## config.mk

```make
export PLATFORM = sky130hd
export DESIGN_NAME = id_ex_reg
export DESIGN_NICKNAME = d
export VERILOG_FILES = /design/src/rtl/id_ex_reg.sv
export SDC_FILE = /design/constraint.sdc
export NUM_CORES = 1
export LEC_CHECK = 0
export CORE_ASPECT_RATIO = 0.6
export CORE_MARGIN = 1.5
export CORE_UTILIZATION = 35
export DETAILED_ROUTE_END_ITERATION = 12
export RECOVER_POWER = 50
export SLEW_MARGIN = 30
export SYNTH_ARGS = -nofsm -noshare
export SYNTH_HDL_FRONTEND = slang
export SYNTH_SLANG_ARGS = --single-unit
```

## constraint.sdc

```tcl
create_clock -name clk -period 1.7 [get_ports clk]
set_input_delay 0.51 -clock clk [delete_from_list [all_inputs] [get_ports clk]]
set_output_delay 0.51 -clock clk [all_outputs]
set_load 0.1 [all_outputs]
```

## src/rtl/id_ex_reg.sv

```systemverilog
// ID/EX pipeline register with a two-entry skid buffer and registered in_ready.
// Define ID_EX_FWD_EN to enable the write-back bypass on captured and held operands.
module id_ex_reg #(
  parameter int unsigned XLEN      = 32,
  parameter logic [3:0]  RESET_CTL = 4'b0000
) (
  input  logic            clk,
  input  logic            rst_n,
  input  logic            in_valid,
  output logic            in_ready,
  input  logic [XLEN-1:0] in_pc,
  input  logic [XLEN-1:0] in_rs1_data,
  input  logic [XLEN-1:0] in_rs2_data,
  input  logic [XLEN-1:0] in_imm,
  input  logic [4:0]      in_rs1,
  input  logic [4:0]      in_rs2,
  input  logic [4:0]      in_rd,
  input  logic [3:0]      in_alu_ctl,
  input  logic            in_src_a,
  input  logic            in_src_b,
  input  logic            in_reg_write,
  input  logic            flush,
  input  logic            fwd_valid,
  input  logic [4:0]      fwd_rd,
  input  logic [XLEN-1:0] fwd_data,
  output logic            out_valid,
  input  logic            out_ready,
  output logic [XLEN-1:0] ALU_DA,
  output logic [XLEN-1:0] ALU_DB,
  output logic [3:0]      ALU_CTL,
  output logic [XLEN-1:0] out_pc,
  output logic [4:0]      out_rd,
  output logic            out_reg_write,
  output logic [XLEN-1:0] out_rs2_data
);

  typedef struct packed {
    logic            valid;
    logic [XLEN-1:0] pc;
    logic [XLEN-1:0] rs1_data;
    logic [XLEN-1:0] rs2_data;
    logic [XLEN-1:0] imm;
    logic [4:0]      rs1;
    logic [4:0]      rs2;
    logic [4:0]      rd;
    logic [3:0]      alu_ctl;
    logic            src_a;
    logic            src_b;
    logic            reg_write;
  } entry_t;

  entry_t main_q, main_d, skid_q, skid_d;
  entry_t in_ent, main_f, skid_f;
  logic   in_ready_q;
  logic   accept, consume;
  logic   fwd_hit;

`ifdef ID_EX_FWD_EN
  assign fwd_hit = fwd_valid && (fwd_rd != 5'd0);
`else
  logic unused_fwd;
  assign fwd_hit    = 1'b0;
  assign unused_fwd = ^{fwd_valid, fwd_rd, fwd_data};
`endif

  function automatic entry_t fwd_apply(entry_t e, logic hit, logic [4:0] rd,
                                       logic [XLEN-1:0] data);
    entry_t r;
    r = e;
    if (hit && (e.rs1 == rd)) r.rs1_data = data;
    if (hit && (e.rs2 == rd)) r.rs2_data = data;
    return r;
  endfunction

  always_comb begin
    in_ent           = '0;
    in_ent.valid     = 1'b1;
    in_ent.pc        = in_pc;
    in_ent.rs1_data  = in_rs1_data;
    in_ent.rs2_data  = in_rs2_data;
    in_ent.imm       = in_imm;
    in_ent.rs1       = in_rs1;
    in_ent.rs2       = in_rs2;
    in_ent.rd        = in_rd;
    in_ent.alu_ctl   = in_alu_ctl;
    in_ent.src_a     = in_src_a;
    in_ent.src_b     = in_src_b;
    in_ent.reg_write = in_reg_write;
    in_ent           = fwd_apply(in_ent, fwd_hit, fwd_rd, fwd_data);
    // Bypass only touches entries that are actually held.
    main_f = fwd_apply(main_q, fwd_hit && main_q.valid, fwd_rd, fwd_data);
    skid_f = fwd_apply(skid_q, fwd_hit && skid_q.valid, fwd_rd, fwd_data);
  end

  assign accept  = in_valid && in_ready_q;
  assign consume = main_q.valid && out_ready;

  always_comb begin
    main_d = main_f;
    skid_d = skid_f;
    if (flush) begin
      main_d.valid = 1'b0;
      skid_d.valid = 1'b0;
    end else if (!main_q.valid || consume) begin
      if (skid_q.valid) begin
        // in_ready is low whenever skid is valid, so no accept can collide here.
        main_d       = skid_f;
        skid_d.valid = 1'b0;
      end else if (accept) begin
        main_d = in_ent;
      end else begin
        main_d.valid = 1'b0;
      end
    end else if (accept) begin
      skid_d = in_ent;
    end
  end

  always_ff @(posedge clk or negedge rst_n) begin
    if (!rst_n) begin
      main_q     <= '0;
      skid_q     <= '0;
      in_ready_q <= 1'b1;
    end else begin
      main_q     <= main_d;
      skid_q     <= skid_d;
      in_ready_q <= ~skid_d.valid;
    end
  end

  assign in_ready      = in_ready_q;
  assign out_valid     = main_q.valid;
  assign ALU_DA        = main_q.src_a ? main_q.pc : main_q.rs1_data;
  assign ALU_DB        = main_q.src_b ? main_q.imm : main_q.rs2_data;
  assign ALU_CTL       = main_q.valid ? main_q.alu_ctl : RESET_CTL;
  assign out_pc        = main_q.pc;
  assign out_rd        = main_q.rd;
  assign out_reg_write = main_q.valid && main_q.reg_write;
  assign out_rs2_data  = main_q.rs2_data;

endmodule

```

Word level (Yosys, flattened, before mapping) --
Cells that the tools add are included.
Word-level totals: register bits after elaboration 303, input port bits 193, output and inout port bits 140, word-level logic and storage cells 48
Operators by class: multiplexer cells 11, bitwise logic cells 3, reduce and logical (&&, ||, !) cells 9
Operators by type and width (count):
- two-way mux 151 bit | 3
- two-way mux 150 bit | 1
- two-way mux 32 bit | 2
- AND reduction 3 bit | 2
- two-way mux 1 bit | 4
- two-way mux 4 bit | 1
- nonzero test 2 bit | 2
- logical AND 1 bit | 3
- NOT 1 bit | 3
- logical NOT 1 bit | 1
- logical OR 1 bit | 1

Logic depth before layout (Yosys ltp) --
depth after elaboration 5, mapped depth 6, depth with buffers taken out 3

Least setup slack after synthesis --
No wires, ideal clock.
path kind register to register, start register main_q, in the netlist out_valid, end register skid_q, in the netlist skid_f[100], setup time 0.127 ns, data arrival time 2.207 ns, data required time 1.573 ns, slack -0.635 ns, cell stages (with the launch flop) 6, buffers on the path 2, clock period less this slack 2.335 ns, path through dfrtp_1 -> or3b_4 -> nor2_4 -> buf_8 -> buf_8 -> mux2_1
On the way: cells in the longest elaborated chain, start to end 4, elaborated cells between the ends (all ways) 5, those cells by class bitwise: 1; reduce/logical: 4
Ends and longest elaborated chain:
- start, declared | line 52 | entry_t main_q, main_d, skid_q, skid_d;
- start signal, assigned | line 125 | main_q <= main_d;
- logical NOT 1 bit or logical AND 1 bit (tied branches) | line 104, 96
- logical OR 1 bit * | line 104 | end else if (!main_q.valid || consume) begin
- NOT 1 bit (no line) *
- AND reduction 3 bit (no line) *
- end signal, assigned | line 126 | skid_q <= skid_d;
- end, declared | line 52
Mark *: on every way between the ends. The rest lies on a longest branch, timed or not. A chain may end at the register's enable or synchronous reset.

Worst setup path after layout --
start register main_q, in the netlist main_f[1], end output port ALU_DB[23]
On the way: cells in the longest elaborated chain, start to end 1
Ends and longest elaborated chain:
- two-way mux 32 bit | line 134 | assign ALU_DB = main_q.src_b ? main_q.imm : main_q.rs2_data;
- end, declared | line 29 | output logic [XLEN-1:0] ALU_DB,
Every way passes these cells.

==> impl_metrics.toml <==
[outcome]
status = "finished, violations left"
violations = "negative setup slack"

[sta]
slew_viol_final = 0
finalHoldViolCount = 0
period_needed_ns = 2.27
rsz0062_at_grt = "yes"
fin_crit_sh = 1.34
setup_ws_ns = -0.575
setup_viol_count_final = 352
max-slew-margin-rel = 0.564
worst_slew_pin_slew_ns = 0.655
fmax_ghz = 0.440
fin_skew_ns = 0.00823

[global_routing]
grt_util_met3 = 0.0442
grt_max_degree = 71
grt.met1_usage = 0.268
grt_overflow_total = 0
grtUsageTotal = 0.189
grt_pass1_vias = 9539
top_usage_layer = "met2"
use_met2 = 0.299
antenna_found_initial = 4
grt_pass1_wl_mm = 58.9

[worst_hold_path]
hp-class = "reg -> reg"
holdPathStages = 1
worstHoldStart = "skid_f[43]"
hold_path_end = "skid_f[43]"

[power]
pwr-share-comb = 0.489
p_per_area_mw_per_mm2 = 1460
switching_share = 0.388
vdd_ir_drop_max_v = 0.000920
p_leak_nw = 9.69
seqPwrFrac = 0.306
clock_power_share = 0.206
power.switching_mw = 12.4
p_int_mw = 19.5

[clocking]
cts_made_buffers = 29
clockBufferDepth = 3
cts_sinks = 283
insertion_delay_ns = 0.55
cts_tree = "yes"
clock-root-buffer = "clkbuf_16"
clk_pin_slew_ns = 0.06
htreeDepth = 1

[synthesis]
synth_edf_count = 0
ys_seq_elements = 283
syn_area_mm2 = 0.0135
synth_top_area_frac = 0.521
yosysUniqueCellTypes = 18
synth_flop_cell = "dfrtp_1"
ys_seq_area_frac = 0.523
avgSynthCellArea_um2 = 15.0
synthTopCellsByArea = "dfrtp_1 52%, mux2_2 32%, mux2_1 8.4%"
netlist_instances = 905
synth-async-reset-ratio = 1.00
yosysMostFrequentCell = "mux2_2"
synth_top_cells_by_count = "383 x mux2_2, 282 x dfrtp_1, 101 x mux2_1, 83 x buf_4, 16 x buf_2"
syn_nets = 1098
yosysWarnings = 0
synth.largest_area_cell = "dfrtp_1"

[detailed_routing]
ant_nets = 0
drt_iter0_markers = 358
dr.pass1.iters = 4
drc = 0
vias_per_cell = 4.76
dr_total_vias = 8338
totalWireLength_mm = 37.5
avgRoutedWirePerCell_um = 21.4

[floorplan]
die_y_um = 155
die_w_um = 257
coreArea_mm2 = 0.0379
num_rows = 55
die-area_mm2 = 0.0399
initial_utilization = 0.357
ioPinCount = 333

[layout]
fill_cells = 2919
stdcell_area_mm2 = 0.0219
area_growth_syn_to_layout_pct = 61.3
drive_gt1_frac = 0.670
nets = 1413

[job]
drv_cap = 0

[placement]
gp_congestion = 0.743
place_area_mm2 = 0.0189
port_buffers = 284
place_hpwl_mm = 23.7
post-place-ws_ns = -0.708

[setup_path]
ff2ff_setup_slack_ns = -0.31
criticalPathCategory = "reg -> out"
worstPathMaxFanout = 9
r2r-start = "out_valid"
end_kind = "output port"
start_kind = "flop"
required_ns = 1.19
worst-endpoint-arrival_ns = 1.76
worstRegToRegCells = 8
worst_r2r_endpoint = "skid_f[132]"
## cells in the final DEF, fill, tap and decap left out, types with 2 or more instances in the layout
cell type / n
mux2_4: 342
clkbuf_1: 6
buf_8: 15
mux2_2: 142
and2_4: 5
clkbuf_8: 8
clkbuf_16: 30
dfrtp_2: 26
dfrtp_1: 254
dfrtp_4: 2
buf_4: 19
buf_6: 19
clkdlybuf4s50_1: 143
bufinv_16: 3
clkbuf_2: 2
buf_16: 9
buf_12: 197
## final cells by class
cell class | count | area [um^2] | share of cell area
Timing Repair Buffer | 407 | 6260 | 0.286
Clock inverter | 5 | 103 | 0.00469
Inverter | 1 | 3.75 | 0.000172
Sequential cell | 283 | 7130 | 0.326
Tap cell | 513 | 642 | 0.0294
Antenna cell | 1 | 2.50 | 0.000114
Multi-Input combinational cell | 498 | 6870 | 0.314
Clock buffer | 43 | 858 | 0.0393
## critical path, stage by stage, from the launching register on
cell and delay (ns):
dfrtp_2 0.43, buf_12 0.15, buf_12 0.15, mux2_4 0.32, buf_12 0.17
## repair_timing
action                                  CTS  global route
resized for setup                       264            87
hold buffers                              1             0
cloned                                   22             1
endpoints found under the setup margin  378           417
endpoints found under the hold margin    17             0
pin swaps                                 2             2
setup buffers                            55            15
## worst max path at each step
stage	from	to
after floorplan	out_valid	skid_f[100]
after global placement	flush	skid_f[40]
after detailed placement	flush	skid_f[34]
after CTS	main_f[1]	ALU_DB[1]
after global routing	main_f[1]	ALU_DB[23]
final	main_f[1]	ALU_DB[23]
## metal layers
metal,routed length [um],vias up
met1,17800,4345
li1,-,3787
met5,51,-
met3,1790,47
met4,524,8
met2,17400,151
## state kept, by name, summed over array words and instances (netlist names)
name	flops
out_valid	1
out_pc	32
out_rs2_data	32
out_rd	5
main_f	71
in_ready	1
skid_f	141
## metrics by stage
step	cells	hold WS, ns	utilization	power [mW]	setup TNS, ns
after floorplan	905	0.214	-	19.0	-56.51
after global placement	1639	0.365	0.499	23.8	-174.57
after detailed placement	1639	0.369	0.499	23.9	-174.35
after CTS	1763	0.373	0.582	31.9	-104.72
after global routing	1750	0.516	0.576	33.0	-113.61
final	1751	0.504	0.577	31.8	-87.55
## power groups by stage
stage / Combinational [mW] / Clock (mW) / Sequential, mW
2_1_floorplan: 9.88 / 0 / 9.13
5_1_grt: 16.0 / 6.99 / 9.94
4_1_cts: 15.5 / 6.72 / 9.66
3_5_place_dp: 14.2 / 0 / 9.70
3_3_place_gp: 14.1 / 0 / 9.63
6_report: 15.6 / 6.54 / 9.73
## cell families (layout without fill, tap and decap cells)
group / after synthesis / count (layout) / synth area share
buffers and inverters: 124 / 456 / 0.0680
other: 0 / 1 / 0
multiplexers: 484 / 484 / 0.402
flip-flops: 283 / 283 / 0.523
AND/OR/NAND/NOR: 13 / 13 / 0.00665
AO/OA/AOI/OAI: 1 / 1 / 0.000369
Power figures use the tool's default switching activity.
